==> config.mk <==
export PLATFORM = sky130hd
export DESIGN_NAME = multicycle_controller
export DESIGN_NICKNAME = d
export VERILOG_FILES = /design/src/rtl/multicycle_controller.sv
export SDC_FILE = /design/constraint.sdc
export NUM_CORES = 1
export LEC_CHECK = 0
export CAP_MARGIN = 10
export CORE_ASPECT_RATIO = 1.2
export CORE_MARGIN = 8
export CORE_UTILIZATION = 40
export CTS_CLUSTER_DIAMETER = 30
export CTS_CLUSTER_SIZE = 8
export DETAILED_ROUTE_END_ITERATION = 10
export PLACE_DENSITY = 0.9
export SLEW_MARGIN = 10
export SYNTH_ARGS = -nofsm -noshare
export SYNTH_HDL_FRONTEND = slang
export SYNTH_SLANG_ARGS = --single-unit
==> constraint.sdc <==
create_clock -name clk -period 2.2 [get_ports clk]
set_input_delay 0.22 -clock clk [delete_from_list [all_inputs] [get_ports clk]]
set_output_delay 0.22 -clock clk [all_outputs]
set_load 0.03 [all_outputs]
==> src/rtl/multicycle_controller.sv <==
// Control FSM for a multicycle MIPS-style datapath: sequences fetch, decode and
// per-class execute/writeback states and drives the datapath enables and selects.
module multicycle_controller (
  input  logic       clk,
  input  logic       reset,
  input  logic [5:0] op,
  input  logic [5:0] funct,
  input  logic       zero,
  output logic       pcen,
  output logic       irwrite,
  output logic       memwrite,
  output logic       regwrite,
  output logic       iord,
  output logic       regdst,
  output logic       memtoreg,
  output logic       alusrca,
  output logic       zeroext,
  output logic [1:0] alusrcb,
  output logic [1:0] pcsrc,
  output logic [4:0] alucontrol,
  output logic       illegal,
  output logic [3:0] state
);

  typedef enum logic [3:0] {
    Fetch   = 4'd0,
    Decode  = 4'd1,
    MemAdr  = 4'd2,
    MemRd   = 4'd3,
    MemWb   = 4'd4,
    MemWr   = 4'd5,
    RtypeEx = 4'd6,
    AluWb   = 4'd7,
    Branch  = 4'd8,
    ImmEx   = 4'd9,
    ImmWb   = 4'd10,
    Jump    = 4'd11
  } state_e;

  localparam logic [5:0] OpLw = 6'b100011, OpSw = 6'b101011, OpRtype = 6'b000000;
  localparam logic [5:0] OpBeq = 6'b000100, OpBne = 6'b000101, OpJ = 6'b000010;
  localparam logic [5:0] OpAddi = 6'b001000, OpAndi = 6'b001100, OpOri = 6'b001101;
  localparam logic [5:0] OpSlti = 6'b001010, OpLui = 6'b001111;

  localparam logic [4:0] AluAdd = 5'b00010, AluSub = 5'b00110, AluAnd = 5'b00000;
  localparam logic [4:0] AluOr = 5'b00001, AluSlt = 5'b00111, AluXor = 5'b00101;
  localparam logic [4:0] AluSll = 5'b01110, AluSrl = 5'b01000, AluSra = 5'b11001;
  localparam logic [4:0] AluLui = 5'b00011;

  state_e state_q, state_d;
  logic   pcen_raw, irwrite_raw, memwrite_raw, regwrite_raw, illegal_raw;
  logic [4:0] r_alu, i_alu;
  logic       r_ok, i_ze;

  always_ff @(posedge clk or posedge reset) begin
    if (reset) state_q <= Fetch;
    else       state_q <= state_d;
  end

  always_comb begin
    r_ok  = 1'b1;
    r_alu = AluAnd;
    case (funct)
      6'b100000: r_alu = AluAdd;
      6'b100010: r_alu = AluSub;
      6'b100100: r_alu = AluAnd;
      6'b100101: r_alu = AluOr;
      6'b100110: r_alu = AluXor;
      6'b101010: r_alu = AluSlt;
      6'b000000: r_alu = AluSll;
      6'b000010: r_alu = AluSrl;
      6'b000011: r_alu = AluSra;
      default:   r_ok  = 1'b0;
    endcase
  end

  always_comb begin
    i_ze  = 1'b0;
    i_alu = AluAdd;
    case (op)
      OpAndi: begin i_alu = AluAnd; i_ze = 1'b1; end
      OpOri:  begin i_alu = AluOr;  i_ze = 1'b1; end
      OpSlti: i_alu = AluSlt;
      OpLui:  i_alu = AluLui;
      default: i_alu = AluAdd;
    endcase
  end

  always_comb begin
    state_d      = Fetch;
    pcen_raw     = 1'b0;
    irwrite_raw  = 1'b0;
    memwrite_raw = 1'b0;
    regwrite_raw = 1'b0;
    illegal_raw  = 1'b0;
    iord         = 1'b0;
    regdst       = 1'b0;
    memtoreg     = 1'b0;
    alusrca      = 1'b0;
    zeroext      = 1'b0;
    alusrcb      = 2'b00;
    pcsrc        = 2'b00;
    alucontrol   = 5'b00000;
    case (state_q)
      Fetch: begin
        irwrite_raw = 1'b1;
        pcen_raw    = 1'b1;
        alusrcb     = 2'b01;
        alucontrol  = AluAdd;
        state_d     = Decode;
      end
      Decode: begin
        alusrcb    = 2'b11;
        alucontrol = AluAdd;
        case (op)
          OpLw, OpSw:                            state_d = MemAdr;
          OpRtype:                               state_d = RtypeEx;
          OpBeq, OpBne:                          state_d = Branch;
          OpAddi, OpAndi, OpOri, OpSlti, OpLui:  state_d = ImmEx;
          OpJ:                                   state_d = Jump;
          default: begin
            illegal_raw = 1'b1;
            state_d     = Fetch;
          end
        endcase
      end
      MemAdr: begin
        alusrca    = 1'b1;
        alusrcb    = 2'b10;
        alucontrol = AluAdd;
        state_d    = (op == OpLw) ? MemRd : MemWr;
      end
      MemRd: begin
        iord    = 1'b1;
        state_d = MemWb;
      end
      MemWb: begin
        memtoreg     = 1'b1;
        regwrite_raw = 1'b1;
      end
      MemWr: begin
        iord         = 1'b1;
        memwrite_raw = 1'b1;
      end
      RtypeEx: begin
        alusrca     = 1'b1;
        alucontrol  = r_alu;
        illegal_raw = ~r_ok;
        state_d     = r_ok ? AluWb : Fetch;
      end
      AluWb: begin
        regdst       = 1'b1;
        regwrite_raw = 1'b1;
      end
      Branch: begin
        alusrca    = 1'b1;
        alucontrol = AluSub;
        pcsrc      = 2'b01;
        // Mealy: the branch decision follows zero within the cycle.
        pcen_raw   = (op == OpBne) ? ~zero : zero;
      end
      ImmEx: begin
        alusrca    = 1'b1;
        alusrcb    = 2'b10;
        alucontrol = i_alu;
        zeroext    = i_ze;
        state_d    = ImmWb;
      end
      ImmWb: begin
        regwrite_raw = 1'b1;
        alucontrol   = i_alu;
        zeroext      = i_ze;
      end
      Jump: begin
        pcsrc    = 2'b10;
        pcen_raw = 1'b1;
      end
      default: state_d = Fetch;
    endcase
  end

  // State is already Fetch during reset; only the side-effecting strobes need gating.
  assign pcen     = pcen_raw & ~reset;
  assign irwrite  = irwrite_raw & ~reset;
  assign memwrite = memwrite_raw & ~reset;
  assign regwrite = regwrite_raw & ~reset;
  assign illegal  = illegal_raw & ~reset;
  assign state    = state_q;

endmodule
==> qor.yml, run 1 <==
hold_viol: 0
port_buffers: 37
core-area_mm2: 0.00185
grt_start_max_net_pins: 16
io_pins: 38
place.gp.congestion: 0.905
nets: 183
synth-edff-count: 0
insertion_delay_ns: 0.25
synthAdderAreaFrac_pct: 0
synth_fp_nets: 135
netlist_area_um2: 792
r2r_end: "state[0]$_DFF_PP0_"
cts-root-buf: "clkbuf_4"
synth_xor_area_share_pct: 2.21
worstSetupPathType: "reg2out"
r2r_cells: 5
cts_buffers: 3
synth_compound_area_share_pct: 31.4
fmaxAchievable_mhz: 465
finalCritPeriodShare_pct: 97.7
grt_use_met1_pct: 16.6
seq_area_um2: 103
grt_util_all_layers_pct: 16.8
antenna_cells: 0
critPathLaunch: "state[0]$_DFF_PP0_"
slew_headroom_pct: 71.6
finalWirelength_um: 3220
nFillCells: 149
dieWidth_um: 56.6
hp-class: "in2async"
drv_cap: 0
synthArstFlopShare_pct: 100
synth.avg_cell_area_um2: 6.60
synthSimpleGateAreaFrac_pct: 44.1
irDropWorstVdd_mv: 0.409
largest_reg_flops: 4
ys_seq_elements: 4
post-cts-setup-buffers: 0
cts_tree: "yes"
total_power_mw: 0.965
yosysSeqAreaShare_pct: 12.6
ys_warn_count: 0
ant_nets: 0
ys_types: 44
post-dp-hpwl_um: 2480
synth_top_area_cell: "dfrtp_1"
rows: 17
tightest_slew_ns: 0.423
cp.arrival_ns: 1.93
synth_cells: 120
final_util_pct: 71.3
rrSetupSlack_ns: 0.50
final_max_slew_viol_count: 0
status: "finished, final reports clean"
skew_ns: 0.00181
antenna_found_initial: 0
grt_pass1_wl_um: 5140
critPathCaptureType: "output port"
viasPerCell: 6.24
synthMuxAreaShare_pct: 2.53
met3_usage_pct: 4.68
grt_overflow: 0
final_cell_area_mm2: 0.00132
leakagePower_nw: 0.583
rsz0062_at_grt: "false"
vias: 1155
power_density_mw_per_mm2: 731
clk_pin_slew_ns: 0.04
synthTopCellsByArea: "dfrtp_1, nand2b_1, nor2_1"
clock_sinks: 4
first_iter_violations: 68
area.growth.synth_to_final_pct: 66.5
die-area_mm2: 0.00367
cp-start-kind: "flip-flop"
grt_util_met2_pct: 30.8
setup_violations: 0
cts_buffer_depth: 2
fin_crit_ns: 2.15
synthFlopType: "dfrtp_1"
grt_pass1_vias: 1108
routedWlPerCell_um: 17.4
finalSetupTns_ns: 0
cp_data_required_time_ns: 1.98
htree_levels: 1
start_util_pct: 42.8
multi_input_area_um2: 669
drive_gt1_share_pct: 24.7
drc: 0
crit_fanout: 7
placed_cell_area_mm2: 0.00126
die_h_um: 64.7
r2r_start: "state[3]$_DFF_PP0_"
netlist.area_leader.share_pct: 12.6
dr.pass1.iters: 6
synth_top_family_by_area: "simple AND/OR/NAND/NOR gates"
gr-max-usage-layer: "met2"
==> report_power, final <==
part	switching, mW	internal [mW]
sequential	0.0459	0.0948
combinational	0.423	0.303
clock	0.0367	0.0614
==> kinds of logic (layout without fill, tap and decap cells) <==
kind of cell | after synthesis | after routing
compound gates | 34 | 34
flops | 4 | 4
xor+xnor | 2 | 2
buf+inv | 15 | 61
mux | 2 | 2
simple gates | 63 | 63
==> metrics by stage <==
| stage | hold WS (ns) | setup slack [ns] | cells |
|---|---|---|---|
| 2_1_floorplan | -0.0139 | -0.0169 | 120 |
| 3_3_place_gp | 0.560 | -0.181 | 182 |
| 4_1_cts | 0.329 | -0.0817 | 185 |
| 6_report | 0.349 | 0.0513 | 185 |
| 5_1_grt | 0.366 | 0.00179 | 185 |
| 3_5_place_dp | 0.586 | -0.184 | 182 |
==> cell usage in the layout, fill, tap and decap left out, types with 2 or more instances in the layout <==
cell | Yosys | layout
nand4_1 | 2 | 2
buf_6 | 0 | 2
clkdlybuf4s50_1 | 0 | 20
nor3b_1 | 2 | 2
dlygate4sd2_1 | 0 | 5
nand2b_1 | 8 | 6
nand2_1 | 9 | 9
nor2b_1 | 3 | 3
dfrtp_2 | 0 | 2
buf_4 | 0 | 22
mux2i_1 | 2 | 2
nor2_1 | 13 | 13
inv_1 | 5 | 5
a31oi_1 | 2 | 2
a32o_1 | 2 | 2
dfrtp_1 | 4 | 2
a211o_1 | 2 | 2
dlymetal6s2s_1 | 0 | 4
o21ai_0 | 5 | 5
or3_1 | 5 | 5
nand3b_1 | 2 | 2
nand3_1 | 3 | 3
a21oi_1 | 8 | 8
clkbuf_4 | 0 | 3
nor3_1 | 8 | 6
nor3_2 | 0 | 2
==> layer usage <==
metal / vias to the layer above / part of all wire, %
met5: - / 0
met4: 0 / 2.6
met3: 12 / 8.1
met2: 68 / 53
met1: 530 / 36
li1: 545 / -
==> area by class of cell <==
cell class	instances	area share (%)
inverter	5	1.42
tap	19	1.80
multi-input combinational	101	50.8
clock buffer	3	1.71
sequential	4	7.78
timing repair buffer	53	36.5
==> Yosys cell counts (all sizes together), types with 2 or more instances <==
cell	count
a211o	2
a21oi	8
a31oi	2
a32o	2
clkbuf	10
dfrtp	4
inv	5
mux2i	2
nand2	9
nand2b	8
nand3	3
nand3b	2
nand4	2
nor2	13
nor2b	3
nor3	8
nor3b	2
o21ai	5
or3	5
or4	2
==> what timing repair did <==
action,CTS,global route
hold buffers,0,0
setup endpoints to repair,6,12
resized for setup,6,12
pin swaps,2,3
==> worst max path at each step <==
| stage | endpoint | slack, ns | cells past startpoint |
|---|---|---|---|
| 6_report | irwrite | 0.05 | 3 |
| 5_1_grt | alucontrol[0] | 0.002 | 7 |
| 4_1_cts | pcen | -0.08 | 6 |
| 3_5_place_dp | pcen | -0.18 | 6 |
| 3_3_place_gp | pcen | -0.18 | 6 |
| 2_1_floorplan | regwrite | -0.02 | 5 |
==> critical path, cell delays in order (launching register included) <==
cell	delay, ns
dfrtp_1	0.44
buf_4	0.19
nor4b_1	0.31
clkdlybuf4s50_1	0.74
Note: power is estimated with default switching activity, not from simulation.
==> run 2, diff against run 1 <==
--- a/config.mk
+++ b/config.mk
@@ -10,7 +10,6 @@
 export CORE_MARGIN = 8
 export CORE_UTILIZATION = 40
 export CTS_CLUSTER_DIAMETER = 30
-export CTS_CLUSTER_SIZE = 8
 export DETAILED_ROUTE_END_ITERATION = 10
 export PLACE_DENSITY = 0.9
 export SLEW_MARGIN = 10
==> results of run 2 <==
The final DEF is identical to that of run 1; final timing and power are the same.
